## src/rtl/vertex_feeder.sv

```systemverilog
// Vertex feeder: reads one object's vertices from memory, sends them to the projector
// one at a time, and assembles the projected results into triangles.
module vertex_feeder #(
  parameter int NUM_VERTS = 36,
  parameter int ADDR_W    = 8,
  parameter int MEM_LAT   = 2
) (
  input  logic              clk_in,
  input  logic              rst_in,
  input  logic              start_in,
  output logic [ADDR_W-1:0] mem_addr_out,
  input  logic [127:0]      mem_data_in,
  output logic [127:0]      proj_coor_out,
  output logic              proj_valid_out,
  output logic              proj_obj_done_out,
  input  logic [26:0]       proj_coor_in,
  input  logic              proj_valid_in,
  output logic [80:0]       tri_out,
  output logic              tri_valid_out,
  input  logic              tri_ready_in,
  output logic              busy_out,
  output logic              obj_done_out,
  output logic              err_out
);

  localparam logic [2:0] IDLE  = 3'd0;
  localparam logic [2:0] FETCH = 3'd1;
  localparam logic [2:0] ISSUE = 3'd2;
  localparam logic [2:0] WAIT  = 3'd3;
  localparam logic [2:0] EMIT  = 3'd4;

  localparam logic [7:0] LAST_VI  = 8'(NUM_VERTS - 1);
  localparam logic [2:0] LAT_LAST = 3'(MEM_LAT - 1);

  logic [2:0]  state;
  logic [7:0]  vi;
  logic [1:0]  slot;
  logic [2:0]  lat_cnt;
  logic [95:0] req;

  // The low word of each memory entry carries nothing.
  logic unused_mem_bits;
  assign unused_mem_bits = ^mem_data_in[31:0];

  always_ff @(posedge clk_in or negedge rst_in) begin
    if (!rst_in) begin
      state        <= IDLE;
      vi           <= '0;
      slot         <= '0;
      lat_cnt      <= '0;
      req          <= '0;
      mem_addr_out <= '0;
      tri_out      <= '0;
      obj_done_out <= 1'b0;
      err_out      <= 1'b0;
    end else begin
      obj_done_out <= 1'b0;
      // A result with no request outstanding is dropped, but remembered.
      if (proj_valid_in && state != WAIT) err_out <= 1'b1;
      case (state)
        IDLE: if (start_in) begin
          vi           <= '0;
          slot         <= '0;
          lat_cnt      <= '0;
          mem_addr_out <= '0;
          state        <= FETCH;
        end
        FETCH: begin
          if (lat_cnt == LAT_LAST) begin
            req   <= mem_data_in[127:32];
            state <= ISSUE;
          end else begin
            lat_cnt <= lat_cnt + 3'd1;
          end
        end
        ISSUE: state <= WAIT;
        WAIT: if (proj_valid_in) begin
          case (slot)
            2'd0:    tri_out[80:54] <= proj_coor_in;
            2'd1:    tri_out[53:27] <= proj_coor_in;
            default: tri_out[26:0]  <= proj_coor_in;
          endcase
          if (slot != 2'd2) begin
            slot         <= slot + 2'd1;
            vi           <= vi + 8'd1;
            mem_addr_out <= mem_addr_out + 1'b1;
            lat_cnt      <= '0;
            state        <= FETCH;
          end else begin
            state <= EMIT;
          end
        end
        EMIT: if (tri_ready_in) begin
          if (vi != LAST_VI) begin
            slot         <= '0;
            vi           <= vi + 8'd1;
            mem_addr_out <= mem_addr_out + 1'b1;
            lat_cnt      <= '0;
            state        <= FETCH;
          end else begin
            obj_done_out <= 1'b1;
            state        <= IDLE;
          end
        end
        default: state <= IDLE;
      endcase
    end
  end

  assign proj_coor_out     = {req, 32'd0};
  assign proj_valid_out    = (state == ISSUE);
  assign proj_obj_done_out = (state == ISSUE) && (vi == LAST_VI);
  assign tri_valid_out     = (state == EMIT);
  assign busy_out          = (state != IDLE);

endmodule

```

## config.mk

```make
export PLATFORM = sky130hd
export DESIGN_NAME = vertex_feeder
export DESIGN_NICKNAME = d
export VERILOG_FILES = /design/src/rtl/vertex_feeder.sv
export SDC_FILE = /design/constraint.sdc
export NUM_CORES = 1
export LEC_CHECK = 0
export BUFFER_PORTS_ARGS = -buffer_cell sky130_fd_sc_hd__clkbuf_2
export CAP_MARGIN = 15
export CORE_MARGIN = 8
export CORE_UTILIZATION = 48
export CTS_CLUSTER_SIZE = 14
export DETAILED_ROUTE_END_ITERATION = 8
export PLACE_DENSITY = 0.81
export SLEW_MARGIN = 15
export SYNTH_ARGS = -nofsm -noshare
export SYNTH_HDL_FRONTEND = slang
export SYNTH_SLANG_ARGS = --single-unit
```

## constraint.sdc

```tcl
create_clock -name clk_in -period 2.35 [get_ports clk_in]
set_input_delay 0 -clock clk_in [delete_from_list [all_inputs] [get_ports clk_in]]
set_output_delay 0 -clock clk_in [all_outputs]
set_load 0.005 [all_outputs]
```

; After elaboration in Yosys (flattened, before gate mapping)
; Index checks and enable logic that the tools add are counted.
[word_totals]
reg_bits = 203
inputBits = 160
out_inout_bits = 223
word_cells = 82
[classes]
add_sub_neg = 4
n_eq_ne = 17
muxes = 34
n_bitwise = 1
n_reduce_logical = 15
[ops]
columns = op, n
row1 = 8-bit two-way mux, 9
row2 = 8-bit one-hot mux with 3 select lines, 2
row3 = 3-bit two-way mux, 11
row4 = 8-bit by 1-bit adder with 8-bit output (second input constant), 2
row5 = 3-bit one-hot mux with 5 select lines, 1
row6 = 2-bit != test (second input constant), 6
row7 = 3-bit one-hot mux with 4 select lines, 1
row8 = 2-bit two-way mux, 5
row9 = 3-bit AND reduction, 3
row10 = 8-bit by 6-bit == test with 1-bit output (second input constant), 1
row11 = 8-bit by 6-bit != test with 1-bit output (second input constant), 1
row12 = 7-bit AND reduction, 1
row13 = 3-bit by 1-bit == test with 1-bit output (second input constant), 2
row14 = 3-bit by 2-bit == test with 1-bit output (second input constant), 2
row15 = 2-bit one-hot mux with 3 select lines, 1
row16 = 6-bit AND reduction, 1
row17 = 3-bit nonzero test, 2
row18 = 1-bit two-way mux, 4
row19 = 2-bit by 1-bit != test with 1-bit output (second input constant), 2
row20 = 4-bit AND reduction, 1
row21 = 4-bit nonzero test, 1
row22 = 3-bit by 1-bit adder with 3-bit output (second input constant), 1
row23 = 3-bit == test (second input constant), 1
row24 = 3-bit zero test, 1
row25 = 8 further kinds, 9

; Longest topological paths before layout
; Gate-level depths: netlist (run 1).
[depth]
depth_word = 4
ltp_mapped = 8

; Worst setup path after synthesis (run 1)
; Ideal clock, no wire load.
[synth_timing]
path_type = register to register
start = reg lat_cnt[0]
end = reg req[75]
setup_time_ns = 0.125
t_arrival_ns = 1.670
setup_slack_ns = 0.555
path_stages_with_launch = 8
cell_sequence = dfrtp_1 ha_1 nor3b_1 nand2b_1 buf_2 buf_2 buf_6 mux2_2
[synth_between]
elab_chain_len = 2
[synth_lines]
columns = element, line_no
row1 = from (decl), 38  ; logic [2:0] lat_cnt;
row2 = from (signal assigned), 73  ; lat_cnt <= lat_cnt + 3'd1;
row3 = 3-bit by 1-bit == test with 1-bit output, 69  ; if (lat_cnt == LAT_LAST) begin
row4 = 2-bit AND reduction (no line), --
row5 = to (signal assigned), 70  ; req <= mem_data_in[127:32];
row6 = to (decl), 39  ; logic [95:0] req;
; No other way between the ends.
; A chain may end at the register's enable or synchronous reset.

; Worst setup path in the final report (run 1)
[layout_timing]
start = reg vi[0]
end = out proj_obj_done_out
[layout_between]
elab_chain_len = 2
[layout_lines]
columns = element, line_no
row1 = from (decl), 36  ; logic [7:0] vi;
row2 = from (signal assigned), 85  ; vi <= vi + 8'd1;
row3 = from (signal assigned), 96  ; vi <= vi + 8'd1;
row4 = 8-bit by 6-bit == test with 1-bit output, 112  ; assign proj_obj_done_out = (state == ISSUE) && (vi == LAST_VI);
row5 = 1-bit logical AND, 112
row6 = to (decl), 15  ; output logic proj_obj_done_out,
; No other way between the ends.

==> run_summary.xml, run 1 <==
<?xml version="1.0" encoding="UTF-8"?>
<metrics>
  <group name="pwr">
    <metric name="vdd_drop_max" unit="mV">0.9103</metric>
    <metric name="p_leak" unit="nW">6.388</metric>
    <metric name="power.density_cell_area" unit="mW/mm^2">1251</metric>
  </group>
  <group name="timing">
    <metric name="totalNegativeSetupSlack" unit="ns">0</metric>
    <metric name="hold-worst-slack" unit="ns">0.1046</metric>
    <metric name="setup_viol" unit="">0</metric>
    <metric name="worst_slew_pin_tran" unit="ns">0.6865</metric>
    <metric name="hold_viol" unit="">0</metric>
    <metric name="min_period_over_period" unit="%">90.54</metric>
    <metric name="unrepaired_setup_endpoints_after_global_routing" unit="">false</metric>
    <metric name="finalClockSkew" unit="ns">0.008176</metric>
    <metric name="slew-limit-headroom" unit="%">54.24</metric>
    <metric name="max_freq" unit="GHz">0.4700</metric>
    <metric name="period_minus_slack" unit="ns">2.128</metric>
    <metric name="layout_setup_ws" unit="ns">0.2224</metric>
    <metric name="drv_slew" unit="">0</metric>
  </group>
  <group name="yosys">
    <metric name="synth_top_flop_cell" unit="">dfrtp_1</metric>
    <metric name="synth_cell_type_count" unit="">51</metric>
    <metric name="edff_count_synth" unit="">0</metric>
    <metric name="synth.yosys.warnings" unit="">0</metric>
    <metric name="synth_area" unit="sq mm">0.008762</metric>
    <metric name="synth-async-reset-ratio" unit="%">100.0</metric>
    <metric name="netlist_instances" unit="">575</metric>
    <metric name="post_synth.cell_area_avg" unit="sq um">15.24</metric>
    <metric name="synth-seq-area-share" unit="%">57.98</metric>
    <metric name="register_bit_count_reported_by_yosys" unit="">203</metric>
  </group>
  <group name="placed_design">
    <metric name="port_buffers" unit="">318</metric>
    <metric name="gpl.final_weighted_congestion" unit="">0.8087</metric>
    <metric name="place_hpwl" unit="um">16370</metric>
    <metric name="dpl-instance-area" unit="sq mm">0.01047</metric>
    <metric name="dp_cells" unit="">1107</metric>
    <metric name="setup_slack_at_placement" unit="ns">0.3234</metric>
  </group>
  <group name="die">
    <metric name="ios" unit="">383</metric>
    <metric name="dieHeight" unit="um">151.1</metric>
    <metric name="floorplan.initialDensity" unit="%">48.78</metric>
    <metric name="core-area" unit="sq mm">0.01796</metric>
    <metric name="rows" unit="">49</metric>
    <metric name="die_area" unit="sq mm">0.02283</metric>
    <metric name="die_x" unit="um">151.1</metric>
  </group>
  <group name="clocking">
    <metric name="htreeDepth" unit="">1</metric>
    <metric name="post_cts_resized" unit="">0</metric>
    <metric name="ctsRootBufferMaster" unit="">clkbuf_16</metric>
    <metric name="cts_tree" unit="">done</metric>
    <metric name="cts_hold_bufs" unit="">128</metric>
    <metric name="clock_insertion_delay_worst_skew" unit="ns">0.50</metric>
    <metric name="reg_clk_slew_reported_paths" unit="ns">0.06</metric>
    <metric name="max-clock-path-buffers" unit="">3</metric>
    <metric name="post-cts-setup-buffers" unit="">0</metric>
    <metric name="cts.sinks" unit="">203</metric>
    <metric name="numCtsBuffers" unit="">22</metric>
  </group>
  <group name="critical_path">
    <metric name="worst_setup_path_start_kind" unit="">flop</metric>
    <metric name="path_class" unit="">flop to output pin</metric>
    <metric name="worst_path_largest_cell_delay" unit="ns">0.49</metric>
    <metric name="worstPathRequired" unit="ns">2.35</metric>
    <metric name="timing.critical_path.fanout_max" unit="">4</metric>
    <metric name="ff2ff_setup_slack" unit="ns">0.26</metric>
    <metric name="timing.critical_path.slowest_stage_cell" unit="">nor4b_1</metric>
    <metric name="cp_capture_type" unit="">output pin</metric>
    <metric name="worstPathCellList" unit="">ha_1 &gt; nor4b_1 &gt; and2_1 &gt; and2_1 &gt; clkbuf_2</metric>
    <metric name="critical_path.most_common_cell" unit="">and2_1</metric>
    <metric name="cp_data_arrival_time" unit="ns">2.13</metric>
  </group>
  <group name="flow_run">
    <metric name="max_capacitance_violation_count" unit="">0</metric>
  </group>
  <group name="route">
    <metric name="drt_pass1_iterations" unit="">5</metric>
    <metric name="vias_per_cell" unit="">5.111</metric>
    <metric name="detail_route.wl_per_cell" unit="um">21.21</metric>
    <metric name="wirelength" unit="um">27000</metric>
    <metric name="drtIter0Drc" unit="">303</metric>
    <metric name="vias" unit="">6506</metric>
    <metric name="drt_drc_violations_left" unit="">0</metric>
    <metric name="postRouteAntennaNets" unit="">0</metric>
  </group>
  <group name="worst_hold_path">
    <metric name="hold_path.class" unit="">input port to async pin</metric>
  </group>
  <group name="finish">
    <metric name="layout.cells.most_common" unit="">clkbuf_2</metric>
    <metric name="stdcell_area" unit="sq mm">0.01242</metric>
    <metric name="fin_cells" unit="">1273</metric>
    <metric name="design.final.nets" unit="">1197</metric>
    <metric name="fill_cells" unit="">1150</metric>
    <metric name="flow.area_growth_from_synthesis" unit="%">41.74</metric>
    <metric name="final_layout_size_suffix_gt1_share" unit="%">50.53</metric>
    <metric name="highest_count_cells_in_the_layout_ignoring_fill_and_taps" unit="">clkbuf_2 (317), dfrtp_1 (203), dlygate4sd3_1 (128), mux2_2 (89), mux2_4 (62)</metric>
  </group>
  <group name="global_routing">
    <metric name="grt_util_all_layers" unit="%">22.56</metric>
    <metric name="first_global_vias" unit="">7129</metric>
    <metric name="grt_start_max_net_pins" unit="">70</metric>
    <metric name="first_pass_grt_wire_length" unit="um">40500</metric>
    <metric name="grt_antenna_before_repair" unit="">1</metric>
    <metric name="grt-ovfl-total" unit="">0</metric>
  </group>
  <group name="status">
    <metric name="outcome" unit="">finished clean</metric>
  </group>
</metrics>
[power by group]
group | leakage (nW) | switching (mW) | internal (mW)
registers | 2.49 | 1.12 | 5.17
logic | 3.57 | 2.64 | 3.40
clock network | 0.322 | 1.33 | 1.88
total | 6.39 | 5.09 | 10.5
[worst max-delay path: cells and delay by family, from the launching register on]
kind | cells | cell delay [ns]
fa+ha+maj | 1 | 0.22
flops | 1 | 0.39
simple gates | 3 | 0.90
buf+inv | 1 | 0.12
[path summary, 6_finish.rpt]
path | start | to | depth (start not counted)
max in group asynchronous | rst_in | req[94] | 3
min in group clk_in | mem_data_in[111] | req[79] | 3
worst min register to register | err_out | err_out | 1
worst min-delay path | rst_in | tri_out[45] | 2
worst max register to register | vi[0] | mem_addr_out[7] | 5
worst max-delay path | vi[0] | proj_obj_done_out | 5
[area by class of cell]
cell class / count / area (sq um) / share of cell area, %
repair buffers: 458 / 3022 / 24.33
inverters: 8 / 30.03 / 0.2418
flip-flops and latches: 203 / 5080 / 40.90
diodes: 1 / 2.502 / 0.02015
well taps: 229 / 286.5 / 2.307
clock buffers: 34 / 646.9 / 5.209
clock inverters: 3 / 17.52 / 0.1410
multi-input cells: 337 / 3334 / 26.85
[registers in the layout, indices dropped and copies added, names as in the netlist]
name          count
slot              2
vi                8
obj_done_out      1
tri_out          81
err_out           1
state             3
req              96
mem_addr_out      8
lat_cnt           3
[routing by layer]
metal / GRT usage (%) / routed length (um) / share of wire (%) / vias up
met4: 7.669 / 850 / 3.1 / 0
met5: 0 / 0 / 0 / -
met1: 24.70 / 9728 / 36 / 3263
li1: - / - / - / 2898
met2: 41.70 / 14380 / 53 / 288
met3: 5.557 / 2048 / 7.6 / 57
[cells by family after synthesis]
| group | count (synthesis) | share of synthesized area (%) |
|---|---|---|
| buf+inv | 66 | 5.383 |
| other cells | 1 | 0.04280 |
| simple gates | 76 | 5.769 |
| compound gates | 39 | 3.670 |
| mux | 183 | 26.16 |
| flops | 203 | 57.98 |
| fa+ha+maj | 7 | 0.9995 |
[per-stage QoR]
| step | util, % | total power [mW] |
|---|---|---|
| 2_1_floorplan | - | 9.314 |
| 3_3_place_gp | 58.29 | 11.61 |
| 3_5_place_dp | 58.29 | 11.91 |
| 4_1_cts | 69.12 | 15.38 |
| 5_1_grt | 69.14 | 16.36 |
| 6_report | 69.14 | 15.54 |
[synthesized netlist by cell type (4+ instances only)]
library cell    n  share of area (%)
mux2_1         28                3.6
ha_1            7                1.0
buf_2          11               0.63
nand2b_1        9               0.64
o22a_1          5               0.50
buf_4          34                2.9
nand2_1         8               0.34
nand3_1         6               0.34
a221o_1         5               0.57
nor3b_1         4               0.34
inv_1           7               0.30
dfrtp_1       203                 58
and3_1         12               0.86
nor3_1          9               0.51
mux2_2         89                 11
nor2_1          4               0.17
mux2_4         62                 11
buf_6          11                1.4
o21ai_0        10               0.57
No activity file was read; power rests on OpenSTA's default activity.
==> run 2, diff against run 1 <==
Settings changed: BUFFER_PORTS_ARGS -buffer_cell sky130_fd_sc_hd__clkbuf_2 to default, CORE_AREA from default to 8 8 142 144, CORE_MARGIN 8 to default, CORE_UTILIZATION 48 to default, DIE_AREA from default to 0 0 150 152, DONT_BUFFER_PORTS from default to 1, PLACE_DENSITY 0.81 to default.
==> run_summary.xml, run 2 (synthesis gave the netlist of run 1 again) <==
<?xml version="1.0" encoding="UTF-8"?>
<metrics>
  <group name="critical_path">
    <metric name="timing.critical_path.fanout_max" unit="">27</metric>
    <metric name="worstRegToRegCells" unit="">3</metric>
    <metric name="worstPathRequired" unit="ns">2.71</metric>
    <metric name="ff2ff_setup_slack" unit="ns">0.17</metric>
    <metric name="crit_path_start" unit="">state[1]</metric>
    <metric name="crit-reg2reg-launch" unit="">state[1]</metric>
    <metric name="cp_data_arrival_time" unit="ns">2.53</metric>
    <metric name="cp_top_family" unit="">simple AND/OR/NAND/NOR gates</metric>
    <metric name="regToRegEndpoint" unit="">tri_out[38]</metric>
    <metric name="critical_path_buf_inv_count" unit="">0</metric>
    <metric name="cp_capture_type" unit="">flop</metric>
    <metric name="path_class" unit="">flop to flop</metric>
    <metric name="worstPathCellList" unit="">and3b_1 &gt; nand3_4 &gt; mux2_4</metric>
    <metric name="worstSetupPathDepth" unit="">3</metric>
    <metric name="timing.critical_path.slowest_stage_cell" unit="">dfrtp_1</metric>
    <metric name="critPathCapture" unit="">tri_out[38]</metric>
    <metric name="worst_path_largest_cell_delay" unit="ns">0.53</metric>
    <metric name="worst_setup_path_start_kind" unit="">flop</metric>
  </group>
  <group name="route">
    <metric name="drt_pass1_iterations" unit="">4</metric>
    <metric name="detail_route.wl_per_cell" unit="um">23.48</metric>
    <metric name="vias_per_cell" unit="">5.405</metric>
    <metric name="drtIter0Drc" unit="">242</metric>
    <metric name="drt_drc_violations_left" unit="">0</metric>
    <metric name="vias" unit="">5124</metric>
    <metric name="postRouteAntennaNets" unit="">0</metric>
    <metric name="wirelength" unit="um">22260</metric>
  </group>
  <group name="die">
    <metric name="rows" unit="">49</metric>
    <metric name="dieHeight" unit="um">152</metric>
    <metric name="ios" unit="">383</metric>
    <metric name="die_x" unit="um">150</metric>
    <metric name="floorplan.initialDensity" unit="%">49.28</metric>
    <metric name="die_area" unit="sq mm">0.02280</metric>
    <metric name="core-area" unit="sq mm">0.01778</metric>
  </group>
  <group name="clocking">
    <metric name="htreeDepth" unit="">1</metric>
    <metric name="post_cts_resized" unit="">0</metric>
    <metric name="post-cts-setup-buffers" unit="">0</metric>
    <metric name="max-clock-path-buffers" unit="">3</metric>
    <metric name="reg_clk_slew_reported_paths" unit="ns">0.06</metric>
    <metric name="numCtsBuffers" unit="">21</metric>
    <metric name="cts_tree" unit="">done</metric>
    <metric name="ctsRootBufferMaster" unit="">clkbuf_16</metric>
    <metric name="clock_insertion_delay_worst_skew" unit="ns">0.48</metric>
    <metric name="cts_hold_bufs" unit="">127</metric>
    <metric name="cts.sinks" unit="">203</metric>
  </group>
  <group name="pwr">
    <metric name="power" unit="mW">13.67</metric>
    <metric name="p_leak" unit="nW">5.026</metric>
    <metric name="power.density_cell_area" unit="mW/mm^2">1269</metric>
    <metric name="vdd_drop_max" unit="mV">0.8228</metric>
  </group>
  <group name="placed_design">
    <metric name="port_buffers" unit="">0</metric>
    <metric name="setup_slack_at_placement" unit="ns">0.1789</metric>
    <metric name="gpl.final_weighted_congestion" unit="">0.8023</metric>
    <metric name="place_hpwl" unit="um">15330</metric>
  </group>
  <group name="timing">
    <metric name="slew-limit-headroom" unit="%">58.10</metric>
    <metric name="totalNegativeSetupSlack" unit="ns">0</metric>
    <metric name="worst_slew_pin_tran" unit="ns">0.6284</metric>
    <metric name="min_period_over_period" unit="%">92.61</metric>
    <metric name="hold_viol" unit="">203</metric>
    <metric name="layout_setup_ws" unit="ns">0.1738</metric>
    <metric name="hold-worst-slack" unit="ns">-0.7859</metric>
    <metric name="unrepaired_setup_endpoints_after_global_routing" unit="">false</metric>
    <metric name="finalClockSkew" unit="ns">0.01422</metric>
    <metric name="setup_viol" unit="">0</metric>
    <metric name="drv_slew" unit="">0</metric>
    <metric name="period_minus_slack" unit="ns">2.176</metric>
    <metric name="max_freq" unit="GHz">0.4595</metric>
  </group>
  <group name="finish">
    <metric name="registers.top_by_ff_count" unit="">req</metric>
    <metric name="design.final.nets" unit="">873</metric>
    <metric name="layout.cells.most_common" unit="">dfrtp_1</metric>
    <metric name="largest_register_ffs" unit="">96</metric>
    <metric name="final_layout_size_suffix_gt1_share" unit="%">28.97</metric>
    <metric name="flow.area_growth_from_synthesis" unit="%">22.92</metric>
    <metric name="layout_top_registers" unit="">req x96, tri_out x81</metric>
    <metric name="highest_count_cells_in_the_layout_ignoring_fill_and_taps" unit="">dfrtp_1 (203), dlygate4sd3_1 (127), mux2_2 (89), mux2_4 (62), conb_1 (32)</metric>
  </group>
  <group name="worst_hold_path">
    <metric name="hold_path.class" unit="">input port to async pin</metric>
  </group>
  <group name="flow_run">
    <metric name="max_capacitance_violation_count" unit="">0</metric>
  </group>
  <group name="global_routing">
    <metric name="grt_start_max_net_pins" unit="">204</metric>
    <metric name="grt-ovfl-total" unit="">0</metric>
    <metric name="grt_util_all_layers" unit="%">19.05</metric>
    <metric name="grt_antenna_before_repair" unit="">1</metric>
    <metric name="first_pass_grt_wire_length" unit="um">34770</metric>
    <metric name="first_global_vias" unit="">5804</metric>
  </group>
  <group name="status">
    <metric name="outcome" unit="">complete, but fails checks</metric>
    <metric name="violations" unit="">hold timing</metric>
  </group>
</metrics>
==> run 2: changes by cell type in the layout (fill, tap and decap cells not counted), sizes merged <==
| cell | previous run | this run |
|---|---|---|
| clkbuf | 352 | 31 |
| buf | 12 | 8 |
| dlygate4sd3 | 128 | 127 |
| clkinv | 2 | 3 |
==> run 2: power by group <==
| part | internal (mW) | leakage, nW | switching (mW) |
|---|---|---|---|
| registers | 5.18 | 2.49 | 1.63 |
| logic | 2.33 | 2.21 | 1.38 |
| clock network | 1.85 | 0.325 | 1.29 |
==> run 2: stage by stage <==
stage,cell area [sq um],util (%),instances
after floorplan,8879,-,606
after global placement,8841,49.73,785
after detailed placement,8841,49.73,785
after CTS,10770,60.56,947
after global routing,10770,60.58,948
final,10770,60.58,948
==> run 2: worst min path at each step <==
stage	cells past startpoint	slack, ns	endpoint
after floorplan	0	-0.30	err_out
after global placement	0	-0.29	mem_addr_out[5]
after detailed placement	0	-0.29	mem_addr_out[5]
after CTS	0	-0.81	vi[5]
after global routing	0	-0.81	mem_addr_out[1]
final	0	-0.79	mem_addr_out[5]
==> run 2: area by class of cell <==
class                           count  area [sq um]
Antenna cell                        1         2.502
Clock buffer                       31         633.1
Clock inverter                      4         22.52
Fill cell                        1349          7009
Inverter                            8         30.03
Multi-Input combinational cell    337          3334
Sequential cell                   203          5080
Tap cell                          229         286.5
Timing Repair Buffer              135          1381
==> run 2: routing by layer <==
layer	GRT usage [%]	up-vias	part of all wire, %
met2	33.48	220	51
met3	6.623	36	9.9
met1	21.42	2618	36
met4	5.000	0	2.2
li1	-	2250	-
met5	0	-	0
